===== config.mk =====
export PLATFORM = sky130hd
export DESIGN_NAME = dram_cmd_responder
export DESIGN_NICKNAME = d
export VERILOG_FILES = /design/src/rtl/dram_pkg.sv /design/src/rtl/dram_timing_counter.sv /design/src/rtl/dram_cmd_responder.sv
export SDC_FILE = /design/constraint.sdc
export NUM_CORES = 1
export LEC_CHECK = 0
export CELL_PAD_IN_SITES_DETAIL_PLACEMENT = 1
export CELL_PAD_IN_SITES_GLOBAL_PLACEMENT = 1
export CORE_MARGIN = 10
export CORE_UTILIZATION = 45
export DETAILED_ROUTE_END_ITERATION = 10
export PLACE_DENSITY_LB_ADDON = 0.1
export SYNTH_ARGS = -nofsm -noshare
export SYNTH_HDL_FRONTEND = slang
export SYNTH_SLANG_ARGS = --single-unit

===== constraint.sdc =====
create_clock -name clk -period 3.4 [get_ports clk]
set_input_delay 0.51 -clock clk [delete_from_list [all_inputs] [get_ports clk]]
set_output_delay 0.51 -clock clk [all_outputs]
set_load 0.02 [all_outputs]

===== src/rtl/dram_pkg.sv =====
// Shared definitions for the DRAM command responder: command encodings,
// responder FSM states, default geometry and a small width helper.
package dram_pkg;

    localparam logic [1:0] CMD_ACT = 2'b00;
    localparam logic [1:0] CMD_COL = 2'b01;
    localparam logic [1:0] CMD_REF = 2'b10;
    localparam logic [1:0] CMD_PRE = 2'b11;

    typedef enum logic [1:0] {
        IDLE = 2'b00,
        WAIT = 2'b01,
        ACK  = 2'b10
    } resp_state_t;

    localparam int DEF_NUMBER_OF_BANKS = 8;
    localparam int DEF_NUMBER_OF_ROWS  = 128;
    localparam int DEF_NUMBER_OF_COLS  = 8;
    localparam int DEF_BANK_W = $clog2(DEF_NUMBER_OF_BANKS);
    localparam int DEF_ROW_W  = $clog2(DEF_NUMBER_OF_ROWS);
    localparam int DEF_COL_W  = $clog2(DEF_NUMBER_OF_COLS);

    function automatic int max_of(input int a, input int b);
        return (a > b) ? a : b;
    endfunction

endpackage


===== src/rtl/dram_timing_counter.sv =====
// Loadable down-counter with a zero flag; holds at zero until reloaded.
module dram_timing_counter #(
    parameter int WIDTH = 4
) (
    input  logic             clk,
    input  logic             rst,
    input  logic             load,
    input  logic [WIDTH-1:0] load_value,
    input  logic             dec,
    output logic [WIDTH-1:0] count,
    output logic             zero
);

    // NOTE: state registers use non-blocking assignments so every flop samples
    // pre-edge values, independent of block evaluation order.
    always_ff @(posedge clk) begin
        if (rst) begin
            count <= '0;
        end else if (load) begin
            count <= load_value;
        end else if (dec && count != '0) begin
            count <= count - 1'b1;
        end
    end

    assign zero = (count == '0);

endmodule


===== src/rtl/dram_cmd_responder.sv =====
// Device-side DRAM command responder: timed ack per command plus per-bank
// open-row tracking. Optional refresh timer: DRAM_RESP_REFRESH_TIMER_EN.
module dram_cmd_responder
    import dram_pkg::*;
#(
    parameter int NUMBER_OF_BANKS  = DEF_NUMBER_OF_BANKS,
    parameter int NUMBER_OF_ROWS   = DEF_NUMBER_OF_ROWS,
    parameter int NUMBER_OF_COLS   = DEF_NUMBER_OF_COLS,
    parameter int T_RCD            = 3,
    parameter int T_CAS            = 2,
    parameter int T_RP             = 3,
    parameter int T_RFC            = 8,
    parameter int REFRESH_INTERVAL = 512
) (
    input  logic                               clk,
    input  logic                               rst,
    input  logic                               cmd_req,
    input  logic [1:0]                         cmd,
    input  logic [$clog2(NUMBER_OF_BANKS)-1:0] bank_id,
    input  logic [$clog2(NUMBER_OF_ROWS)-1:0]  row_id,
    input  logic [$clog2(NUMBER_OF_COLS)-1:0]  col_id,
    output logic                               cmd_ack,
    output logic                               cmd_err,
    output logic                               busy,
    output logic [NUMBER_OF_BANKS-1:0]         open_banks,
    output logic [7:0]                         err_count,
    output logic                               refresh_flag,
    output logic [$clog2(NUMBER_OF_ROWS)-1:0]  status_row,
    output logic [$clog2(NUMBER_OF_COLS)-1:0]  status_col
);

    localparam int BANK_W = $clog2(NUMBER_OF_BANKS);
    localparam int ROW_W  = $clog2(NUMBER_OF_ROWS);
    localparam int COL_W  = $clog2(NUMBER_OF_COLS);
    localparam int CNT_W  = $clog2(max_of(max_of(T_RCD, T_CAS), max_of(T_RP, T_RFC)) + 1);

    localparam logic [CNT_W-1:0] LD_RCD = CNT_W'(T_RCD - 1);
    localparam logic [CNT_W-1:0] LD_CAS = CNT_W'(T_CAS - 1);
    localparam logic [CNT_W-1:0] LD_RP  = CNT_W'(T_RP - 1);
    localparam logic [CNT_W-1:0] LD_RFC = CNT_W'(T_RFC - 1);

    if (T_RCD < 1 || T_CAS < 1 || T_RP < 1 || T_RFC < 1) begin : g_bad_timing
        $error("dram_cmd_responder: all timing parameters must be >= 1");
    end
    if (REFRESH_INTERVAL < 2) begin : g_bad_interval
        $error("dram_cmd_responder: REFRESH_INTERVAL must be >= 2");
    end

    resp_state_t       state;
    logic [1:0]        lat_cmd;
    logic [BANK_W-1:0] lat_bank;
    logic [ROW_W-1:0]  lat_row;
    logic [COL_W-1:0]  lat_col;
    logic [ROW_W-1:0]  rows [NUMBER_OF_BANKS];

    logic [CNT_W-1:0] load_value;
    logic [CNT_W-1:0] cnt;
    logic             cnt_zero;
    logic             accept;
    logic             ack_err;

    assign accept = (state == IDLE) && cmd_req;

    // NOTE: default assignment first so no path through the case leaves
    // load_value unassigned and infers a latch.
    always_comb begin
        load_value = LD_RCD;
        case (cmd)
            CMD_COL: load_value = LD_CAS;
            CMD_REF: load_value = LD_RFC;
            CMD_PRE: load_value = LD_RP;
            default: load_value = LD_RCD;
        endcase
    end

    dram_timing_counter #(.WIDTH(CNT_W)) u_timer (
        .clk        (clk),
        .rst        (rst),
        .load       (accept),
        .load_value (load_value),
        .dec        (state == WAIT),
        .count      (cnt),
        .zero       (cnt_zero)
    );

    always_ff @(posedge clk) begin
        if (rst) begin
            state    <= IDLE;
            lat_cmd  <= CMD_ACT;
            lat_bank <= '0;
            lat_row  <= '0;
            lat_col  <= '0;
        end else begin
            case (state)
                IDLE: if (cmd_req) begin
                    lat_cmd  <= cmd;
                    lat_bank <= bank_id;
                    lat_row  <= row_id;
                    lat_col  <= col_id;
                    state    <= WAIT;
                end
                WAIT: if (cnt_zero) state <= ACK;
                ACK:     state <= IDLE;
                default: state <= IDLE;
            endcase
        end
    end

    // Only ACT to an already-open bank and COL to a closed bank are illegal.
    assign ack_err = (state == ACK) &&
                     (((lat_cmd == CMD_ACT) &&  open_banks[lat_bank]) ||
                      ((lat_cmd == CMD_COL) && !open_banks[lat_bank]));

    // NOTE: the row array is small and must read back as 0 after reset, so
    // it is reset explicitly rather than left as an unreset memory.
    always_ff @(posedge clk) begin
        if (rst) begin
            open_banks <= '0;
            for (int b = 0; b < NUMBER_OF_BANKS; b++) rows[b] <= '0;
        end else if (state == ACK) begin
            case (lat_cmd)
                CMD_ACT: if (!open_banks[lat_bank]) begin
                    open_banks[lat_bank] <= 1'b1;
                    rows[lat_bank]       <= lat_row;
                end
                CMD_PRE: open_banks[lat_bank] <= 1'b0;
                CMD_REF: open_banks <= '0;
                default: ;
            endcase
        end
    end

    always_ff @(posedge clk) begin
        if (rst) begin
            err_count <= 8'h00;
        end else if (ack_err && err_count != 8'hFF) begin
            err_count <= err_count + 8'd1;
        end
    end

    assign cmd_ack    = (state == ACK);
    assign cmd_err    = ack_err;
    assign busy       = (state != IDLE);
    assign status_row = rows[lat_bank];
    assign status_col = lat_col;

`ifdef DRAM_RESP_REFRESH_TIMER_EN
    localparam int RI_W = $clog2(REFRESH_INTERVAL);
    localparam logic [RI_W-1:0] REF_LAST = RI_W'(REFRESH_INTERVAL - 1);

    logic [RI_W-1:0] ref_cnt;
    logic            ref_pending;
    logic            ref_ack;

    assign ref_ack = (state == ACK) && (lat_cmd == CMD_REF);

    always_ff @(posedge clk) begin
        if (rst || ref_ack) begin
            ref_cnt     <= '0;
            ref_pending <= 1'b0;
        end else begin
            ref_cnt <= (ref_cnt == REF_LAST) ? '0 : ref_cnt + 1'b1;
            if (ref_cnt == REF_LAST) ref_pending <= 1'b1;
        end
    end

    // Flag is visible in the cycle the count reaches the interval end.
    assign refresh_flag = ref_pending || (ref_cnt == REF_LAST);
`else
    assign refresh_flag = 1'b0;
`endif

endmodule

==> flow_summary_export.csv, run 1 <==
group,metric,value,unit
outcome,status,"completed",
yosys,synth_top_family_by_area,"simple AND/OR/NAND/NOR gates",
global_route,grtUsageMet1,20.6,%
yosys,synth-compound-area-share,8.54,%
yosys,synth_mux_area_share,11.7,%
sta,period_minus_slack,3120,ps
yosys,avgSynthCellArea,11.1,um2
cells_and_area,nets,462,
clocking,cts_max_level,3,
yosys,synthAdderAreaFrac,1.13,%
clocking,cts_tree,"built",
critical_path,path_max_fanout,11,
critical_path,rr_startpoint,"lat_bank[0]$_SDFFE_PP0P_",
floorplanning,die_x,119,um
sta,timing.fmax,320,MHz
critical_path,reg2regPathDepth,7,
yosys,syn_area,4440,um2
clocking,cts_sinks,96,
global_route,overflow,0,
detailed_routing,vias,3159,
sta,period_share,91.9,%
yosys,synthDistinctLibCells,50,
yosys,syn_inst,401,
yosys,ys_top_cells_by_area,"edfxtp_1, dfxtp_1, mux4_2",
critical_path,worstSetupStartpoint,"lat_bank[0]$_SDFFE_PP0P_",
clocking,postCtsSetupBuffers,0,
yosys,synth-simple-area-share,19.0,%
critical_path,critical_path_buf_inv_count,2,
critical_path,crit_end,"cmd_err",
critical_path,critPathMaxStageDelay,610,ps
sta,tns,0,ps
sta,rsz0062_at_grt,"no",
critical_path,crit_slowest_cell,"clkdlybuf4s50_1",
cells_and_area,syn_to_final_growth,17.8,%
sta,setup_viol,0,
yosys,yosys.area.top_type,"edfxtp_1",
yosys,synth_xor_area_share,0.592,%
clocking,clkTransAtPathRegs,90,ps
global_route,grt_pass1_wl,18500,um
global_route,track_usage,16.4,%
critical_path,cp.depth,6,
global_route,grt-busiest-layer,"met2",
floorplanning,die_h,119,um
sta,finalClockSkew,7.08,ps
sta,finalHoldViolations,0,
floorplanning,core_area,9680,um2
global_route,grt_max_degree,52,
placed_design,routabilityCongestion,0.816,
floorplanning,die_area,14200,um2
yosys,yosysSeqAreaShare,56.0,%
detailed_routing,wl_per_cell,19.6,um
placed_design,hpwl,8240,um
cells_and_area,drive_above_1_share,13.9,%
global_route,first_global_vias,3350,
sta,maxSlewViolCount,0,
floorplanning,rows,36,
yosys,yosys-top-cells-count,"nand2_1, edfxtp_1, nor2_1, dfxtp_1",
cells_and_area,final_util,54.0,%
yosys,yosysMostFrequentCell,"nand2_1",
clocking,cts_buffer_depth,2,
yosys,syn-num-nets,423,
critical_path,regToRegSetupSlack,540,ps
cells_and_area,insertedDiodeCount,0,
min_path,hold_path_class,"register to register",
yosys,yosysWarnings,0,
sta,tightest_slew,795,ps
floorplanning,initial_utilization,45.8,%
yosys,async_flop_share,0,%
global_route,grtUsageMet2,27.4,%
critical_path,worstPathArrival,2610,ps
yosys,yosysTopAreaCellShare,37.9,%
job,max-cap-violations,0,
critical_path,reg2reg_to,"rows[6][2]$_SDFFCE_PN0P_",
placed_design,io_buffers,46,
critical_path,crit_chain,"mux2_1 -> a222oi_1 -> buf_4 -> nand3_1 -> nand2_1 -> clkdlybuf4s50_1",
pwr,p_leak,1.90,nW
yosys,ys_seq_elements,96,
detailed_routing,drt.antenna.violating_nets,0,
sta,relSlewSlack,47.0,%
yosys,synth_edf_count,56,
global_route,grtUsageMet3,4.20,%
pwr,power_density,477,nW/um2
clocking,ctsRootBufferMaster,"clkbuf_8",
critical_path,crit_type,"register to output pin",
detailed_routing,drc,0,
critical_path,critPathCaptureType,"output pin",
detailed_routing,vias_per_cell,5.47,
floorplanning,ios,48,
critical_path,crit_path_start_kind,"register",
clocking,clk_latency,360,ps
pwr,ir_worst_vdd,0.230,mV
clocking,numCtsBuffers,9,
yosys,ys.flop_type,"edfxtp_1",
detailed_routing,firstDrtPassIters,4,
critical_path,crit_required,2890,ps
detailed_routing,drtIter0Drc,198,
global_route,antenna_found_initial,0,
critical_path,cpLargestDelayFamily,"buffers and inverters",
detailed_routing,wirelength,11300,um
[stage by stage]
stage                     cell area (um2)  setup WS (ps)  power, mW  cells  hold WS (ps)
after floorplan                      4440            890       1.51    401           458
final                                5230            277       2.49    578           464
after global routing                 5230            102       2.59    578           492
after global placement               4990            607       1.63    562           440
after detailed placement             4990            511       1.64    562           452
after CTS                            5230            139       2.51    578           466
[cell usage in the layout (no fill, tap or decap), types with 2 or more instances in the layout]
cell type,Yosys,routed
nand2_1,57,57
edfxtp_1,56,56
nor2_1,52,52
clkdlybuf4s50_1,0,45
dfxtp_1,40,39
and3_1,24,24
a21oi_1,24,24
mux4_2,14,14
mux2_2,13,13
nor3_1,10,10
nor2b_1,9,9
clkbuf_8,0,9
a21o_1,8,8
inv_1,6,6
nand3_1,6,6
buf_4,3,6
nand2b_1,5,5
a31o_2,4,4
o21ai_0,4,4
a32oi_1,4,4
ha_1,4,4
nand4_1,3,3
mux2i_1,3,3
a211oi_1,3,3
bufinv_16,0,3
and2_1,2,2
o31ai_1,2,2
or4_1,2,2
xor2_1,2,2
clkbuf_1,15,2
[worst register-to-register path, stage by stage (launching register included)]
cell and delay [ps]:
dfxtp_2 460, mux2_1 350, a222oi_1 360, buf_4 220, and4b_1 610, buf_4 320
nand2_1 170, nor3_1 200
[timing repair]
| action | CTS | global route |
|---|---|---|
| hold buffers | 0 | 0 |
| resized for setup | 0 | 1 |
| setup endpoints to repair | 0 | 1 |
[worst min path at each step]
stage	start	end	slack [ps]	depth (start not counted)
after CTS	status_col[2]$_SDFFE_PP0P_	status_col[2]$_SDFFE_PP0P_	470	2
final	status_col[0]$_SDFFE_PP0P_	status_col[0]$_SDFFE_PP0P_	460	2
after detailed placement	status_col[2]$_SDFFE_PP0P_	status_col[2]$_SDFFE_PP0P_	450	2
after floorplan	lat_cmd[1]$_SDFFE_PP0P_	lat_cmd[1]$_SDFFE_PP0P_	460	2
after global placement	status_col[0]$_SDFFE_PP0P_	status_col[0]$_SDFFE_PP0P_	440	2
after global routing	status_col[1]$_SDFFE_PP0P_	status_col[1]$_SDFFE_PP0P_	490	2
[registers in the layout (all words and copies together) (netlist names), named ones only]
| name | count |
|---|---|
| rows | 56 |
| lat_bank | 3 |
| state | 2 |
| err_count | 8 |
| lat_cmd | 2 |
| lat_row | 7 |
| u_timer.count | 4 |
| status_col | 3 |
| open_banks | 8 |
[logic make-up (layout without fill, tap and decap cells)]
group,Yosys count,after routing
and+or+nand+nor,178,178
DFF,96,96
AOI/OAI and AO/OA,57,57
muxes,32,32
buffers and inverters,30,74
adders and majority gates,4,4
xor gates and xnor gates,3,3
other,1,1
[routing by layer]
layer	wire, um	part of all wire [%]	vias to the layer above
met3	634	5.6	11
li1	-	-	1520
met2	5630	50	70
met5	0	0	-
met4	151	1.3	0
met1	4930	43	1558
[where the power goes]
group | leakage (nW) | internal [mW] | switching (mW)
logic | 0.873 | 0.127 | 0.163
registers | 0.905 | 1.27 | 0.0410
clock network | 0.118 | 0.491 | 0.399
total | 1.90 | 1.89 | 0.604
[cell type report]
class	instances	area (um2)
multi-input combinational	275	1820
tap	133	166
fill	1032	4460
clock buffer	11	131
sequential	96	2480
clock inverter	5	104
timing repair buffer	52	500
inverter	6	22.5
Note: power is estimated with default switching activity, not from simulation.
==> run 2: changes to the inputs <==
SYNTH_HIERARCHICAL = 1   (was unset)
==> flow_summary_export.csv, run 2 <==
group,metric,value,unit
cells_and_area,insertedDiodeCount,0,
min_path,hold_path_class,"register to register",
yosys,async_flop_share,0,%
global_route,overflow,0,
global_route,grt_pass1_wl,18700,um
pwr,power_density,465,nW/um2
critical_path,path_max_fanout,22,
yosys,synth_edf_count,56,
clocking,ctsRootBufferMaster,"clkbuf_8",
yosys,ys_seq_elements,96,
critical_path,crit_path_start_kind,"register",
sta,setup_viol,0,
floorplanning,die_x,120,um
clocking,cts_max_level,3,
global_route,antenna_found_initial,0,
yosys,synthDistinctLibCells,52,
sta,tns,0,ps
clocking,hold_buffers,0,
yosys,yosys-top-cells-count,"edfxtp_1, nand2_1, nor2_1, dfxtp_1, a21oi_1",
detailed_routing,firstDrtPassIters,4,
critical_path,crit_type,"register to output pin",
clocking,cts-resized-gates,0,
detailed_routing,drt.antenna.violating_nets,0,
detailed_routing,dr_wl_met2,6080,um
placed_design,io_buffers,46,
sta,relSlewSlack,52.2,%
yosys,syn_area,4480,um2
sta,period_minus_slack,3140,ps
yosys,avgSynthCellArea,11.1,um2
yosys,yosysSeqAreaShare,55.5,%
clocking,postCtsSetupBuffers,0,
floorplanning,initial_utilization,46.0,%
critical_path,critPathCaptureType,"output pin",
detailed_routing,vias,3218,
cells_and_area,top_register,"rows",
floorplanning,ios,48,
clocking,numCtsBuffers,9,
cells_and_area,final_cell_mix,"nand2_1, edfxtp_1, nor2_1",
critical_path,crit_required,2890,ps
detailed_routing,wirelength,11500,um
yosys,ys_top_cells_by_area,"edfxtp_1, dfxtp_1, mux4_2",
clocking,cts_tree,"built",
cells_and_area,syn_to_final_growth,17.8,%
clocking,cts_sinks,96,
pwr,power.switching,0.632,mW
pwr,p_sw_share,25.8,%
sta,period_share,92.3,%
detailed_routing,wl_per_cell,19.7,um
clocking,clkTransAtPathRegs,90,ps
critical_path,worstPathArrival,2630,ps
clocking,clk_latency,370,ps
global_route,grt_max_degree,52,
yosys,syn_inst,404,
sta,hold_ws,471,ps
floorplanning,core_area,9730,um2
pwr,ir_worst_vdd,0.198,mV
sta,maxSlewViolCount,0,
detailed_routing,drc,0,
floorplanning,die_h,120,um
yosys,ys.flop_type,"edfxtp_1",
yosys,yosysTopAreaCellShare,37.6,%
sta,rsz0062_at_grt,"no",
pwr,power.internal,1.82,mW
cells_and_area,drive_above_1_share,14.0,%
cells_and_area,largest_reg_flops,56,
yosys,yosys.area.top_type,"edfxtp_1",
cells_and_area,nets,467,
placed_design,hpwl,8370,um
detailed_routing,wl_met3,411,um
floorplanning,die_area,14300,um2
global_route,first_global_vias,3482,
min_path,holdPathStages,2,
placed_design,routabilityCongestion,0.784,
pwr,p_leak,1.92,nW
sta,timing.fmax,319,MHz
sta,finalClockSkew,9.80,ps
critical_path,reg2regPathDepth,6,
sta,finalHoldViolations,0,
job,max-cap-violations,0,
outcome,status,"completed",
cells_and_area,top_regs,"rows (56), err_count (8), open_banks (8)",
detailed_routing,drtIter0Drc,136,
sta,tightest_slew,716,ps
detailed_routing,vias_per_cell,5.52,
pwr,combinationalPowerShare,12.8,%
clocking,cts_buffer_depth,2,
global_route,track_usage,16.5,%
detailed_routing,top_layer,"met4",
detailed_routing,met1_length,4860,um
pwr,power_frac_clock,33.5,%
pwr,seq_power_share,53.7,%
floorplanning,rows,36,
yosys,yosysWarnings,6,
[run 2: area by class of cell]
type                    instances  area, um2
inverters                      12       45.0
clock buffers                  11        163
clock inverters                 5       60.1
well taps                     133        166
fillers                      1069       4460
flip-flops and latches         96       2480
repair buffers                 54        515
multi-input cells             272       1840
[run 2: layer usage]
metal / GRT usage [%] / vias to the layer above
li1: - / 1553
met3: 3.84 / 11
met2: 29.6 / 55
met1: 19.0 / 1599
met4: 4.98 / 0
met5: 0 / -
[run 2: per-stage QoR]
stage	area, um2	util, %	power (mW)	cells	worst slack [ps]
after floorplan	4480	-	1.53	405	896
after global placement	5050	51.9	1.65	567	749
after detailed placement	5050	51.9	1.66	567	665
after CTS	5270	54.2	2.47	583	243
after global routing	5270	54.2	2.55	583	65.6
final	5270	54.2	2.45	583	263
[run 2: critical path: stages (launching register included)]
cell and delay [ps]:
dfxtp_1 460, buf_4 300, mux2_2 370, nand2_1 180
nand4_1 180, nand2_1 150, clkdlybuf4s50_1 620
[run 2: worst paths after layout]
check,start,endpoint,slack [ps]
worst max-delay path,lat_bank[0]$_SDFFE_PP0P_,cmd_err,260
worst min-delay path,status_col[0]$_SDFFE_PP0P_,status_col[0]$_SDFFE_PP0P_,470
worst max register to register,lat_bank[0]$_SDFFE_PP0P_,rows[4][0]$_SDFFCE_PN0P_,790
worst min register to register,status_col[0]$_SDFFE_PP0P_,status_col[0]$_SDFFE_PP0P_,470
[run 2: logic make-up (layout without fill, tap and decap cells)]
family	count (synthesis)	in the layout	share of synthesized area [%]
simple gates	172	172	18.8
mux	29	29	10.8
flops	96	96	55.5
other cells	1	2	0.0838
compound gates	65	65	10.1
buf+inv	37	82	3.49
fa+ha+maj	4	4	1.12
[run 2: power by group through the flow]
| stage | clock network [mW] | registers, mW | logic (mW) |
|---|---|---|---|
| 6_report | 0.821 | 1.32 | 0.315 |
| 4_1_cts | 0.836 | 1.32 | 0.319 |
| 3_5_place_dp | 0 | 1.34 | 0.317 |
| 3_3_place_gp | 0 | 1.34 | 0.308 |
| 2_1_floorplan | 0 | 1.32 | 0.209 |
| 5_1_grt | 0.880 | 1.32 | 0.348 |
==> run 3: changes to the inputs <==
ABC_AREA = 1   (was unset)
CORE_MARGIN = unset   (was 10)
CORE_UTILIZATION = 43   (was 45)
==> flow_summary_export.csv, run 3 <==
group,metric,value,unit
detailed_routing,wl_per_cell,16.8,um
pwr,p_leak,2.00,nW
sta,relSlewSlack,60.8,%
detailed_routing,vias,3726,
floorplanning,die_x,104,um
yosys,synthDistinctLibCells,33,
floorplanning,core_area,9910,um2
clocking,cts-resized-gates,0,
cells_and_area,nets,587,
sta,finalClockSkew,13.8,ps
sta,setup_viol,0,
clocking,cts_buffer_depth,2,
clocking,hold_buffers,0,
pwr,combinationalPowerShare,18.0,%
outcome,status,"completed",
detailed_routing,drt.antenna.violating_nets,0,
yosys,yosysTopAreaCellShare,37.7,%
yosys,ys_seq_elements,96,
critical_path,path_max_fanout,15,
placed_design,io_buffers,46,
floorplanning,initial_utilization,45.1,%
yosys,syn_inst,523,
yosys,syn_area,4460,um2
pwr,finalPower,2.74,mW
clocking,ctsRootBufferMaster,"clkbuf_8",
floorplanning,ios,48,
yosys,yosys.area.top_type,"edfxtp_1",
clocking,clk_latency,370,ps
clocking,clkTransAtPathRegs,100,ps
sta,tns,0,ps
global_route,grt_max_degree,29,
cells_and_area,top_register,"rows",
sta,maxSlewViolCount,0,
detailed_routing,drc,0,
global_route,antenna_found_initial,0,
critical_path,regToRegSetupSlack,980,ps
job,max-cap-violations,0,
critical_path,crit_path_start_kind,"register",
floorplanning,rows,36,
pwr,ir_worst_vdd,0.240,mV
yosys,yosys-top-cells-count,"nor2_1, nand2_1, edfxtp_1, o21ai_0, dfxtp_1",
sta,finalHoldViolations,0,
clocking,cts_sinks,96,
clocking,cts_max_level,3,
yosys,avgSynthCellArea,8.54,um2
global_route,first_global_vias,3951,
pwr,p_sw_share,28.9,%
clocking,postCtsSetupBuffers,0,
sta,period_minus_slack,3130,ps
yosys,ys.flop_type,"edfxtp_1",
detailed_routing,drtIter0Drc,89,
sta,tightest_slew,586,ps
clocking,numCtsBuffers,9,
critical_path,rr_startpoint,"lat_bank[0]$_SDFFE_PP0P_",
detailed_routing,wirelength,11800,um
detailed_routing,vias_per_cell,5.30,
critical_path,critPathCaptureType,"output pin",
critical_path,worstPathArrival,2620,ps
min_path,hold_start,"open_banks[5]$_SDFFE_PP0P_",
sta,timing.fmax,319,MHz
floorplanning,die_h,104,um
cells_and_area,largest_reg_flops,56,
critical_path,crit_required,2890,ps
cells_and_area,drive_above_1_share,6.32,%
yosys,ys_top_cells_by_area,"edfxtp_1, dfxtp_1, nor2_1",
global_route,grt_pass1_wl,19600,um
global_route,overflow,0,
cells_and_area,mostFrequentLayoutCell,"nor2_1",
pwr,power_density,522,nW/um2
pwr,power.switching,0.794,mW
cells_and_area,syn_to_final_growth,17.7,%
placed_design,routabilityCongestion,0.787,
min_path,hold_path_class,"register to register",
clocking,cts_tree,"built",
yosys,async_flop_share,0,%
yosys,yosysSeqAreaShare,55.6,%
floorplanning,die_area,10800,um2
cells_and_area,insertedDiodeCount,0,
pwr,power.internal,1.95,mW
sta,rsz0062_at_grt,"no",
cells_and_area,top_regs,"rows (56), err_count (8), open_banks (8)",
cells_and_area,fill_cells,1191,
critical_path,crit_type,"register to output pin",
sta,period_share,92.2,%
pwr,seq_power_share,48.5,%
pwr,power_frac_clock,33.4,%
placed_design,hpwl,8280,um
yosys,yosysMostFrequentCell,"nor2_1",
yosys,synth_edf_count,56,
yosys,yosysWarnings,6,
global_route,track_usage,23.2,%
detailed_routing,firstDrtPassIters,4,
cells_and_area,final_cell_mix,"nor2_1, nand2_1, edfxtp_1",
[run 3: cells by family (layout without fill, tap and decap cells)]
group	Yosys count	after routing	synth area share, %
AO/OA/AOI/OAI	99	99	11.6
adder cells (fa/ha/maj)	4	4	1.12
other	1	2	0.0840
buffers and inverters	71	117	6.92
XOR/XNOR	6	6	1.18
AND/OR/NAND/NOR	246	246	23.5
flip-flops	96	96	55.6
[run 3: power by group through the flow]
stage	Clock (mW)	Sequential [mW]	Combinational (mW)
5_1_grt	0.965	1.34	0.550
2_1_floorplan	0	1.34	0.334
3_5_place_dp	0	1.36	0.495
6_report	0.918	1.33	0.495
3_3_place_gp	0	1.35	0.480
4_1_cts	0.924	1.33	0.501
[run 3: path summary, 6_finish.rpt]
| kind | end | cells past startpoint |
|---|---|---|
| worst min register to register | open_banks[5]$_SDFFE_PP0P_ | 2 |
| worst max-delay path | status_row[6] | 5 |
| worst min-delay path | open_banks[5]$_SDFFE_PP0P_ | 2 |
| worst max register to register | rows[3][4]$_SDFFCE_PN0P_ | 9 |
[run 3: area by class of cell]
type	instances	area (um2)	share of cell area (%)
inverter	50	189	3.60
tap	133	166	3.17
sequential	96	2480	47.2
multi-input combinational	357	1680	31.9
clock inverter	6	115	2.19
timing repair buffer	51	498	9.48
clock buffer	10	128	2.43
[run 3: worst max-delay path, cell delays in order, from the launching register on]
cell	delay (ps)
dfxtp_1	620
inv_1	350
nor2_1	210
o21ai_0	130
a31oi_1	280
clkdlybuf4s50_1	660
[run 3: metal layers]
| metal | GRT usage [%] | part of all wire, % | wire, um | vias up |
|---|---|---|---|---|
| met1 | 28.1 | 43 | 5090 | 1808 |
| met3 | 3.26 | 3.2 | 375 | 24 |
| met4 | 9.90 | 2.8 | 336 | 0 |
| li1 | - | - | - | 1823 |
| met5 | 0 | 0 | 0 | - |
| met2 | 41.2 | 51 | 6010 | 71 |
[run 3: per-stage QoR]
| stage | setup WS [ps] | hold slack (ps) | instances | cell area, um2 | util, % |
|---|---|---|---|---|---|
| floorplan | 1410 | 444 | 524 | 4470 | - |
| global placement | 781 | 465 | 687 | 5010 | 50.6 |
| detailed placement | 737 | 469 | 687 | 5010 | 50.6 |
| CTS | 259 | 486 | 703 | 5260 | 53.0 |
| global route | 112 | 509 | 703 | 5260 | 53.0 |
| finish | 265 | 483 | 703 | 5260 | 53.0 |
